## config.mk

```make
export PLATFORM = sky130hd
export DESIGN_NAME = multicycle_controller_flat
export DESIGN_NICKNAME = d
export VERILOG_FILES = /design/src/rtl/multicycle_controller_if.sv /design/src/rtl/multicycle_controller.sv /design/src/flat_wrapper.sv
export SDC_FILE = /design/constraint.sdc
export NUM_CORES = 1
export LEC_CHECK = 0
export ABC_AREA = 1
export CAP_MARGIN = 10
export CORE_AREA = 2 2 39 41
export DETAILED_ROUTE_END_ITERATION = 10
export DIE_AREA = 0 0 41 43
export DONT_BUFFER_PORTS = 1
export PLACE_DENSITY = 0.72
export SYNTH_ARGS = -nofsm -noshare
export SYNTH_HDL_FRONTEND = slang
export SYNTH_SLANG_ARGS = --single-unit
```

## constraint.sdc

```tcl
create_clock -name clk -period 2 [get_ports clk]
set_input_delay 0.6 -clock clk [delete_from_list [all_inputs] [get_ports clk]]
set_output_delay 0.6 -clock clk [all_outputs]
set_load 0.03 [all_outputs]
```

## src/rtl/multicycle_controller_if.sv

```systemverilog
// rtl/multicycle_controller_if.sv - memory request/ready handshake between controller and memory
interface multicycle_controller_if;
  logic mem_req;
  logic mem_we;
  logic mem_addr_src;
  logic mem_ready;

  modport master (
    output mem_req,
    output mem_we,
    output mem_addr_src,
    input  mem_ready
  );

  modport slave (
    input  mem_req,
    input  mem_we,
    input  mem_addr_src,
    output mem_ready
  );
endinterface

```

## src/rtl/multicycle_controller.sv

```systemverilog
// rtl/multicycle_controller.sv - control FSM for the multicycle RV32I core
module multicycle_controller (
  input  logic                    clk,
  input  logic                    reset,
  input  logic [6:0]              op,
  input  logic [2:0]              funct3,
  input  logic [6:0]              funct7,
  input  logic                    alu_zero,
  input  logic                    alu_lt,
  input  logic                    alu_ltu,
  multicycle_controller_if.master mem,
  output logic                    ir_we,
  output logic                    pc_we,
  output logic [1:0]              pc_src,
  output logic                    rf_we,
  output logic [1:0]              rf_wsel,
  output logic                    alu_a_sel,
  output logic [1:0]              alu_b_sel,
  output logic [3:0]              alu_ctrl,
  output logic                    illegal,
  output logic [2:0]              state
);

  typedef enum logic [2:0] {
    S_FETCH     = 3'd0,
    S_DECODE    = 3'd1,
    S_EXECUTE   = 3'd2,
    S_MEM       = 3'd3,
    S_WRITEBACK = 3'd4,
    S_TRAP      = 3'd5
  } state_t;

  localparam logic [6:0] OPC_OP     = 7'b0110011;
  localparam logic [6:0] OPC_OP_IMM = 7'b0010011;
  localparam logic [6:0] OPC_LOAD   = 7'b0000011;
  localparam logic [6:0] OPC_STORE  = 7'b0100011;
  localparam logic [6:0] OPC_BRANCH = 7'b1100011;
  localparam logic [6:0] OPC_JAL    = 7'b1101111;
  localparam logic [6:0] OPC_JALR   = 7'b1100111;
  localparam logic [6:0] OPC_LUI    = 7'b0110111;
  localparam logic [6:0] OPC_AUIPC  = 7'b0010111;
  localparam logic [6:0] OPC_FENCE  = 7'b0001111;

  localparam logic [3:0] ALU_ADD  = 4'd0;
  localparam logic [3:0] ALU_SUB  = 4'd1;
  localparam logic [3:0] ALU_SLL  = 4'd2;
  localparam logic [3:0] ALU_SLT  = 4'd3;
  localparam logic [3:0] ALU_SLTU = 4'd4;
  localparam logic [3:0] ALU_XOR  = 4'd5;
  localparam logic [3:0] ALU_SRL  = 4'd6;
  localparam logic [3:0] ALU_SRA  = 4'd7;
  localparam logic [3:0] ALU_OR   = 4'd8;
  localparam logic [3:0] ALU_AND  = 4'd9;

  state_t cur, nxt;

  always_ff @(posedge clk) begin
    if (reset) cur <= S_FETCH;
    else       cur <= nxt;
  end

  function automatic logic [3:0] arith_ctrl(input logic [2:0] f3, input logic alt);
    case (f3)
      3'b000:  arith_ctrl = alt ? ALU_SUB : ALU_ADD;
      3'b001:  arith_ctrl = ALU_SLL;
      3'b010:  arith_ctrl = ALU_SLT;
      3'b011:  arith_ctrl = ALU_SLTU;
      3'b100:  arith_ctrl = ALU_XOR;
      3'b101:  arith_ctrl = alt ? ALU_SRA : ALU_SRL;
      3'b110:  arith_ctrl = ALU_OR;
      default: arith_ctrl = ALU_AND;
    endcase
  endfunction

  logic op_legal, br_legal, br_taken;

  always_comb begin
    op_legal = (funct7 == 7'b0000000) ||
               ((funct7 == 7'b0100000) && ((funct3 == 3'b000) || (funct3 == 3'b101)));
    br_legal = (funct3 != 3'b010) && (funct3 != 3'b011);
    case (funct3)
      3'b000:  br_taken = alu_zero;
      3'b001:  br_taken = !alu_zero;
      3'b100:  br_taken = alu_lt;
      3'b101:  br_taken = !alu_lt;
      3'b110:  br_taken = alu_ltu;
      3'b111:  br_taken = !alu_ltu;
      default: br_taken = 1'b0;
    endcase
  end

  // ALU setup per opcode; EXECUTE, MEM and WRITEBACK all present the same values.
  logic       ex_a_sel;
  logic [1:0] ex_b_sel;
  logic [3:0] ex_ctrl;

  always_comb begin
    ex_a_sel = 1'b0;
    ex_b_sel = 2'd0;
    ex_ctrl  = ALU_ADD;
    case (op)
      OPC_OP:     ex_ctrl = arith_ctrl(funct3, funct7[5]);
      OPC_OP_IMM: begin
        ex_b_sel = 2'd1;
        ex_ctrl  = arith_ctrl(funct3, (funct3 == 3'b101) && funct7[5]);
      end
      OPC_LOAD,
      OPC_JALR:   ex_b_sel = 2'd1;
      OPC_STORE:  ex_b_sel = 2'd2;
      OPC_AUIPC:  begin
        ex_a_sel = 1'b1;
        ex_b_sel = 2'd3;
      end
      OPC_BRANCH: ex_ctrl = ALU_SUB;
      default:    ;
    endcase
  end

  logic req, we, addr_src;

  always_comb begin
    nxt       = cur;
    req       = 1'b0;
    we        = 1'b0;
    addr_src  = 1'b0;
    ir_we     = 1'b0;
    pc_we     = 1'b0;
    pc_src    = 2'd0;
    rf_we     = 1'b0;
    rf_wsel   = 2'd0;
    alu_a_sel = 1'b0;
    alu_b_sel = 2'd0;
    alu_ctrl  = ALU_ADD;
    illegal   = 1'b0;
    state     = cur;

    case (cur)
      S_FETCH: begin
        req = 1'b1;
        if (mem.mem_ready) begin
          ir_we = 1'b1;
          nxt   = S_DECODE;
        end
      end
      S_DECODE: begin
        case (op)
          OPC_OP, OPC_OP_IMM, OPC_LOAD, OPC_STORE, OPC_BRANCH,
          OPC_JAL, OPC_JALR, OPC_LUI, OPC_AUIPC: nxt = S_EXECUTE;
          OPC_FENCE: begin
            pc_we = 1'b1;
            nxt   = S_FETCH;
          end
          default: nxt = S_TRAP;
        endcase
      end
      S_EXECUTE: begin
        alu_a_sel = ex_a_sel;
        alu_b_sel = ex_b_sel;
        alu_ctrl  = ex_ctrl;
        if (op == OPC_BRANCH) begin
          if (br_legal) begin
            pc_we  = 1'b1;
            pc_src = br_taken ? 2'd1 : 2'd0;
            nxt    = S_FETCH;
          end else begin
            nxt = S_TRAP;
          end
        end else if ((op == OPC_OP) && !op_legal) begin
          nxt = S_TRAP;
        end else if ((op == OPC_LOAD) || (op == OPC_STORE)) begin
          nxt = S_MEM;
        end else begin
          nxt = S_WRITEBACK;
        end
      end
      S_MEM: begin
        alu_a_sel = ex_a_sel;
        alu_b_sel = ex_b_sel;
        alu_ctrl  = ex_ctrl;
        req       = 1'b1;
        addr_src  = 1'b1;
        we        = (op == OPC_STORE);
        if (mem.mem_ready) begin
          if (op == OPC_STORE) begin
            pc_we = 1'b1;
            nxt   = S_FETCH;
          end else begin
            nxt = S_WRITEBACK;
          end
        end
      end
      S_WRITEBACK: begin
        alu_a_sel = ex_a_sel;
        alu_b_sel = ex_b_sel;
        alu_ctrl  = ex_ctrl;
        rf_we     = 1'b1;
        pc_we     = 1'b1;
        nxt       = S_FETCH;
        case (op)
          OPC_LOAD:  rf_wsel = 2'd1;
          OPC_JAL:   begin rf_wsel = 2'd2; pc_src = 2'd2; end
          OPC_JALR:  begin rf_wsel = 2'd2; pc_src = 2'd3; end
          OPC_LUI:   rf_wsel = 2'd3;
          default:   rf_wsel = 2'd0;
        endcase
      end
      S_TRAP: illegal = 1'b1;
      default: nxt = S_FETCH;
    endcase

    // Reset blanks every output so nothing fires in the cycle reset is sampled.
    if (reset) begin
      req       = 1'b0;
      we        = 1'b0;
      addr_src  = 1'b0;
      ir_we     = 1'b0;
      pc_we     = 1'b0;
      pc_src    = 2'd0;
      rf_we     = 1'b0;
      rf_wsel   = 2'd0;
      alu_a_sel = 1'b0;
      alu_b_sel = 2'd0;
      alu_ctrl  = ALU_ADD;
      illegal   = 1'b0;
      state     = 3'd0;
    end
  end

  assign mem.mem_req      = req;
  assign mem.mem_we       = we;
  assign mem.mem_addr_src = addr_src;

endmodule

```

## src/flat_wrapper.sv

```systemverilog
// flat-port wrapper written by rule: the top's interface ports become plain ports
module multicycle_controller_flat 
  (clk, reset, op, funct3, funct7, alu_zero, alu_lt, alu_ltu, ir_we, pc_we, pc_src, rf_we, rf_wsel, alu_a_sel, alu_b_sel, alu_ctrl, illegal, state, mem_mem_req, mem_mem_we, mem_mem_addr_src, mem_mem_ready);
  multicycle_controller_if mem_i ();
  input  logic clk;
  input  logic reset;
  input  logic [6:0] op;
  input  logic [2:0] funct3;
  input  logic [6:0] funct7;
  input  logic alu_zero;
  input  logic alu_lt;
  input  logic alu_ltu;
  output logic ir_we;
  output logic pc_we;
  output logic [1:0] pc_src;
  output logic rf_we;
  output logic [1:0] rf_wsel;
  output logic alu_a_sel;
  output logic [1:0] alu_b_sel;
  output logic [3:0] alu_ctrl;
  output logic illegal;
  output logic [2:0] state;
  output wire logic [$bits(mem_i.mem_req)-1:0] mem_mem_req;
  output wire logic [$bits(mem_i.mem_we)-1:0] mem_mem_we;
  output wire logic [$bits(mem_i.mem_addr_src)-1:0] mem_mem_addr_src;
  input wire logic [$bits(mem_i.mem_ready)-1:0] mem_mem_ready;
  assign mem_mem_req = mem_i.mem_req;
  assign mem_mem_we = mem_i.mem_we;
  assign mem_mem_addr_src = mem_i.mem_addr_src;
  assign mem_i.mem_ready = mem_mem_ready;
  multicycle_controller u_core (.clk(clk), .reset(reset), .op(op), .funct3(funct3), .funct7(funct7), .alu_zero(alu_zero), .alu_lt(alu_lt), .alu_ltu(alu_ltu), .mem(mem_i), .ir_we(ir_we), .pc_we(pc_we), .pc_src(pc_src), .rf_we(rf_we), .rf_wsel(rf_wsel), .alu_a_sel(alu_a_sel), .alu_b_sel(alu_b_sel), .alu_ctrl(alu_ctrl), .illegal(illegal), .state(state));
endmodule
```

==> run_results.csv, run 1 <==
group,metric,value,unit
run_status,outcome,"stopped before the end",
run_status,lastStage,"global routing (5_1_grt)",
run_status,firstError,"[ERROR DPL-0038] Utilization greater than 100%, impossible to legalize",
synth,synth_cells,153,
grt,grt_max_degree,13,
place,hpwl,1.88,mm
cts,clockBufferDepth,2,
place,gp_congestion,0.814,
cts,htree_levels,1,
synth,synth_cell_types,24,
synth,ys_seq_area_share,7.95,%
synth,synth_top_family_by_area,"simple AND/OR/NAND/NOR gates",
cts,root_buffer,"clkbuf_4",
synth,synth-xor-area-share,0,%
synth,netlist_top_cells_area,"nand2_1 21%, nor2_1 17%, inv_1 11%, dfxtp_1 7.9%, nand3_1 7.3%",
synth,ys_ff_latch,3,
place,portBuffers,0,
die,die_w,41,µm
synth,syn_nets,176,
synth,ys_warn_count,0,
die,rows,14,
synth,synth_edf_count,0,
cts,numCtsBuffers,3,
die,fp.dieH,43,µm
synth,syn_area,756,µm²
sta,worst_endpoint,"alu_ctrl[0]",
synth,synth_mux_area_share,0,%
synth,synth_top_area_share,20.9,%
synth,synth_fa_ha_area_share,0,%
place,place_ws,-0.0545,ns
synth,avgSynthCellArea,4.94,µm²
synth,synth_compound_area_share,12.7,%
die,start_util,54.6,%
synth,ys.flop_type,"dfxtp_1",
sta,endpoint_type,"output port",
synth,synth-simple-area-share,65.9,%
synth,synthArstFlopShare,0,%
cts,clock_sinks,3,
synth,synth_area_leader_cell,"nand2_1",
die,num_io_pins,44,
==> synth_stat cells, types with 2 or more instances <==
cell,n
nor2_4,2
nand2_1,42
o211ai_1,2
inv_1,22
o21ai_0,3
nand3_1,11
a21oi_1,6
nor3_2,2
nor2_1,34
inv_2,4
nor3_1,8
nand3_2,2
nand2_2,2
dfxtp_1,3
==> kinds of logic after synthesis <==
group	count (synthesis)
flops	3
simple gates	108
compound gates	15
buf+inv	27
==> metrics by stage <==
| stage | TNS [ns] | utilization (%) | cells | hold slack [ns] | cell area (µm²) |
|---|---|---|---|---|---|
| 2_1_floorplan | -0.210 | - | 153 | 0.593 | 851 |
| 3_3_place_gp | -0.0743 | 79.5 | 199 | 0.641 | 1100 |
| 3_5_place_dp | -0.209 | 79.5 | 199 | 0.636 | 1100 |
| 4_1_cts | -0.0198 | 89.7 | 209 | 0.520 | 1240 |
==> timing repair <==
action                                  in CTS
endpoints found under the setup margin       8
pin swaps                                   14
hold buffers                                 0
cloned                                       0
gates resized for setup                     20
hold endpoints to repair                     0
setup buffers                                6
==> inputs of run 2 (changes only) <==
CORE_AREA = 2 2 63 65   (was 2 2 39 41)
DIE_AREA = 0 0 65 67   (was 0 0 41 43)
PLACE_DENSITY = unset   (was 0.72)
PLACE_DENSITY_LB_ADDON = 0.15   (was unset)
==> run_results.csv, run 2 <==
group,metric,value,unit
synth,ys.flop_type,"dfxtp_1",
critical_path,crit_start,"op[3]",
cells_and_area,reg_top3,"u_core.cur: 3 flops",
cts,numCtsBuffers,3,
die,rows,22,
cts,htree_levels,1,
die,start_util,21.0,%
critical_path,worst-path-max-fanout,4,
synth,netlist_top_cells_area,"nand2_1 21%, nor2_1 17%, inv_1 11%, dfxtp_1 7.9%, nand3_1 7.3%",
cts,cts.clk_slew.worst_paths,0.03,ns
sta,setup-violations-final,2,
synth,ys_seq_area_share,7.95,%
cts,clockBufferDepth,2,
grt,grtUsageTotal,12.9,%
run_status,outcome,"complete, but fails checks",
synth,synth_most_common_cell,"nand2_1",
synth,synth_cell_types,24,
synth,syn_nets,176,
sta,timing.final.crit_period,2.02,ns
cells_and_area,final_common_cell,"nand2_1",
critical_path,criticalPathCategory,"primary input to output port",
synth,synth_cells,153,
synth,synth_top_area_share,20.9,%
detailed_routing,routedWlPerCell,11.3,µm
critical_path,rr_endpoint,"u_core.cur[0]",
cells_and_area,fillers,393,
detailed_routing,vias,1089,
min_path,hold_start,"reset",
grt,grt_max_degree,13,
run_status,violations,"setup timing",
synth,synth_commonest_cells,"42 x nand2_1, 34 x nor2_1, 22 x inv_1",
sta,timing.fmax,495,MHz
sta,period_share,101,%
detailed_routing,wl,2.79,mm
cts,clock_sinks,3,
power,p_seq_share,15.6,%
power,p_leak,0.666,nW
die,fp.dieH,67,µm
sta,worst_slack,-0.0184,ns
die,die_w,65,µm
detailed_routing,viasPerCell,4.41,
cts,cts_tree,"done",
place,portBuffers,0,
power,peakVddDrop,0.526,mV
power,clockPowerShare,23.0,%
cells_and_area,largest_reg_flops,3,
sta,hold_violations,0,
synth,syn_area,756,µm²
place,hpwl,2.26,mm
detailed_routing,final_antenna_net_count,0,
cells_and_area,regArea,71.3,µm²
sta,rsz0062_at_grt,"true",
synth,ys_warn_count,0,
power,power.density,527,mW/mm²
grt,grt_pass1_vias,1038,
cts,clk_latency,0.21,ns
sta,finalMaxSlewViolations,0,
critical_path,worstPathArrival,1.42,ns
grt,grt_first_pass_wirelength,4.55,mm
synth,synth_edf_count,0,
place,gp_congestion,0.799,
die,coreArea,0.00361,mm²
cells_and_area,syn_to_final_growth,88.9,%
sta,worstMarginPinSlew,0.294,ns
critical_path,r2r_start,"u_core.cur[1]",
place,place_ws,-0.0838,ns
power,internal-power,412,µW
sta,fin_hold_ws,0.572,ns
detailed_routing,drcViolationCount,0,
cells_and_area,nNetsFinal,223,
synth,avgSynthCellArea,4.94,µm²
cells_and_area,drive_above_1_share,53.3,%
synth,synth_area_leader_cell,"nand2_1",
power,p_sw_share,45.2,%
critical_path,cp-end-kind,"output port",
sta,fin_skew,0.00178,ns
cells_and_area,antenna_cells,0,
sta,slew_headroom,80.2,%
synth,synthArstFlopShare,0,%
power,p_total,752,µW
synth,ys_ff_latch,3,
flow_run,max-cap-violations,0,
power,combPwrFrac,61.4,%
cts,root_buffer,"clkbuf_8",
die,dieArea,0.00436,mm²
die,num_io_pins,44,
critical_path,r2r_cells,7,
power,power.switching,340,µW
critical_path,start_kind,"primary input",
cells_and_area,multi_input_area,788,µm²
grt,grt_antenna_before_repair,0,
cells_and_area,regMostFlops,"u_core.cur",
min_path,min-delay-path-class,"primary input to register",
min_path,min_path_cells,3,
critical_path,cp.required,1.40,ns
cells_and_area,most-common-layout-cells,"34 x nand2_1, 33 x buf_4, 20 x nor2_1, 16 x inv_1, 10 x buf_6",
critical_path,crit_end,"pc_we",
grt,grt-ovfl-total,0,
detailed_routing,drtPass1Iterations,5,
critical_path,rrSetupSlack,0.72,ns
detailed_routing,drt_iter0_drc,48,
## run 2: metal layers
layer  vias to the layer above  wire length (µm)  track usage, %
li1                        574                 -               -
met2                        26              1450            24.0
met3                         0               158            2.87
met4                         0                 0           0.798
met5                         -                 0               0
met1                       489              1180            15.8
## run 2: per-stage QoR
stage	TNS [ns]	cells	util [%]	cell area, µm²
final	-0.0327	247	39.6	1430
after global routing	-0.330	247	39.6	1430
after CTS	-0.0326	244	37.4	1350
after detailed placement	-0.325	234	32.2	1160
after global placement	-0.251	234	32.2	1160
after floorplan	-0.210	153	-	851
## run 2: timing repair
action                                 in CTS  in global routing
pin swaps                                  12                 12
gates resized for setup                    27                 20
setup endpoints to repair                  11                 12
setup buffers                               6                  3
endpoints found under the hold margin       0                  0
hold buffers                                0                  0
## run 2: worst min path at each step
stage / end / slack [ns]
2_1_floorplan: u_core.cur[1] / 0.59
3_3_place_gp: u_core.cur[1] / 0.64
3_5_place_dp: u_core.cur[2] / 0.66
4_1_cts: u_core.cur[1] / 0.57
5_1_grt: u_core.cur[1] / 0.58
6_report: u_core.cur[1] / 0.57
## run 2: worst max-delay path, stage by stage
cell and delay (ns):
nor2_4 0.12, nand2_4 0.08, nor2_4 0.13, nand2_2 0.08, nor2_2 0.12, nor3_2 0.06
nor2_2 0.09, buf_6 0.14
## run 2: layout make-up
cell class | count | area share [%]
repair buffers | 43 | 25.2
multi-input cells | 123 | 55.2
clock buffers | 4 | 3.16
well taps | 48 | 4.21
flip-flops and latches | 3 | 5.00
inverters | 26 | 7.19
## run 2: kinds of logic (layout without fill, tap and decap cells)
kind of cell	Yosys count	count (layout)	synth area share [%]
DFF	3	3	7.95
AOI/OAI and AO/OA	15	15	12.7
buffers and inverters	27	73	13.4
and+or+nand+nor	108	108	65.9
## run 2: power groups by stage
stage | Combinational, mW | Clock, mW | Sequential (mW)
final | 0.462 | 0.173 | 0.117
after global routing | 0.512 | 0.184 | 0.121
after CTS | 0.446 | 0.176 | 0.112
after detailed placement | 0.355 | 0 | 0.110
after global placement | 0.351 | 0 | 0.109
after floorplan | 0.260 | 0 | 0.103
No activity file was read; power rests on OpenSTA's default activity.
==> inputs of run 3 (changes only) <==
DONT_BUFFER_PORTS = unset   (was 1)
==> run_results.csv, run 3 (synthesis gave the netlist of run 2 again) <==
group,metric,value,unit
grt,grt_pass1_vias,1395,
power,p_leak,1.01,nW
sta,setup-violations-final,13,
sta,fin_skew,0.000356,ns
critical_path,worst-path-max-fanout,3,
cts,ctsHoldBuffers,0,
cells_and_area,fillers,333,
place,portBuffers,43,
cts,clockBufferDepth,2,
grt,grt_max_degree,9,
place,gp_congestion,0.859,
min_path,min-delay-path-class,"register to register",
sta,worst_slack,-0.223,ns
critical_path,r2r_start,"u_core.cur[1]",
critical_path,r2r_cells,9,
sta,slew_headroom,83.8,%
sta,period_share,111,%
cts,cts.clk_slew.worst_paths,0.03,ns
detailed_routing,wl,3.36,mm
critical_path,cp.required,1.40,ns
cts,clock_sinks,3,
die,num_io_pins,44,
die,dieArea,0.00436,mm²
detailed_routing,routedWlPerCell,11.3,µm
cells_and_area,regArea,63.8,µm²
critical_path,slowest_delay,0.22,ns
sta,finalMaxSlewViolations,0,
place,hpwl,2.49,mm
critical_path,rr_endpoint,"u_core.cur[2]",
power,peakVddDrop,0.535,mV
critical_path,cp-end-kind,"output port",
cts,htree_levels,1,
die,rows,22,
cells_and_area,largest_reg_flops,3,
critical_path,crit_top_cell,"buf_6",
critical_path,critical_path.top_delay_family,"buffers and inverters",
cells_and_area,reg_top3,"u_core.cur: 3 flops",
run_status,violations,"setup timing",
cells_and_area,most-common-layout-cells,"46 x buf_4, 30 x nand2_1, 29 x buf_6, 17 x nor2_4, 15 x nor2_1",
sta,timing.final.crit_period,2.22,ns
detailed_routing,vias,1318,
critical_path,worstPathArrival,1.62,ns
cells_and_area,drive_above_1_share,65.1,%
detailed_routing,final_antenna_net_count,0,
die,coreArea,0.00361,mm²
power,power.density,394,mW/mm²
cells_and_area,final_common_cell,"buf_4",
critical_path,start_kind,"primary input",
cts,clk_latency,0.21,ns
critical_path,rrSetupSlack,0.76,ns
cells_and_area,final_area,0.00211,mm²
cells_and_area,multi_input_area,973,µm²
power,p_total,833,µW
detailed_routing,drcViolationCount,0,
sta,rsz0062_at_grt,"true",
die,fp.dieH,67,µm
critical_path,cp_num_buf_inv,5,
grt,grt_antenna_before_repair,0,
sta,worstMarginPinSlew,0.242,ns
cts,cts_tree,"done",
place,dpl_cell_area,0.00156,mm²
cells_and_area,utilization,58.6,%
cells_and_area,antenna_cells,0,
detailed_routing,viasPerCell,4.44,
critical_path,slowest_stage,"nor3_4",
sta,hold_violations,0,
critical_path,path_cells,"buf_8 > buf_12 > clkinv_8 > nand3_4 > buf_6 > nor3_4 > nand2_2 > nand2_4 > buf_6",
cells_and_area,syn_to_final_growth,180,%
grt,grt-ovfl-total,0,
cts,root_buffer,"clkbuf_8",
grt,grt_first_pass_wirelength,5.78,mm
critical_path,criticalPathCategory,"primary input to output port",
run_status,outcome,"complete, but fails checks",
sta,timing.fmax,450,MHz
place,place_ws,-0.664,ns
min_path,min_path_cells,3,
min_path,min_to,"u_core.cur[2]",
cts,numCtsBuffers,3,
grt,grtUsageTotal,16.7,%
min_path,hold_start,"u_core.cur[2]",
die,die_w,65,µm
detailed_routing,drtPass1Iterations,4,
die,start_util,21.0,%
cells_and_area,nNetsFinal,273,
flow_run,max-cap-violations,0,
detailed_routing,drt_iter0_drc,43,
cells_and_area,regMostFlops,"u_core.cur",
## run 3: cell types whose count changed in the layout (fill, tap and decap cells not counted), moves of 4 or more
cell and delta:
buf_6 +19, buf_4 +13, clkdlybuf4s50_1 +8, nor2_4 +8, nand2_4 +5, nor2_1 -5, nand2_1 -4, nand3_4 +4
## run 3: worst reg2reg max path, cell delays in order (launching register included)
cell     delay [ns]
dfxtp_2        0.40
inv_1          0.13
nor3_2         0.16
buf_4          0.14
nand2_1        0.05
inv_1          0.06
nand2_1        0.05
nand3_1        0.08
nand2_1        0.05
nand2_1        0.05
## run 3: layer usage
layer	GRT usage, %	wire, µm
met4	5.05	34
met1	18.3	1340
met5	0	0
met3	2.53	121
met2	32.6	1860
## run 3: through the flow
step	instances	TNS, ns	hold slack (ns)
after floorplan	153	-0.210	0.593
after global placement	280	-10.55	0.618
after detailed placement	280	-10.87	0.617
after CTS	293	-1.37	0.633
after global routing	297	-2.44	0.649
final	297	-1.77	0.607
## run 3: report_power, final
group / internal (mW) / total, mW / switching (mW)
Clock: 0.136 / 0.173 / 0.0375
Combinational: 0.229 / 0.539 / 0.310
Sequential: 0.0813 / 0.121 / 0.0399
Total: 0.446 / 0.833 / 0.387
## run 3: how the worst max path moves through the flow
stage / startpoint / end / slack [ns] / cells after the start
after floorplan: reset / pc_src[0] / -0.10 / 5
after global placement: op[6] / alu_ctrl[0] / -0.68 / 7
after detailed placement: op[6] / pc_src[0] / -0.66 / 7
after CTS: op[2] / alu_b_sel[1] / -0.20 / 9
after global routing: op[4] / pc_we / -0.25 / 10
final: op[4] / pc_src[0] / -0.22 / 9
## run 3: layout make-up
| type | instances | share of cell area [%] |
|---|---|---|
| multi-input combinational | 123 | 46.1 |
| timing repair buffer | 93 | 40.3 |
| inverter | 26 | 5.68 |
| sequential | 3 | 3.02 |
| tap | 48 | 2.84 |
| clock buffer | 4 | 2.13 |
## run 3: what timing repair did
action                                  in CTS  in global routing
buffers inserted                             9                  4
hold endpoints to repair                     0                  0
gates resized for setup                    139                 29
endpoints found under the setup margin      24                 15
pin swaps                                   33                 13
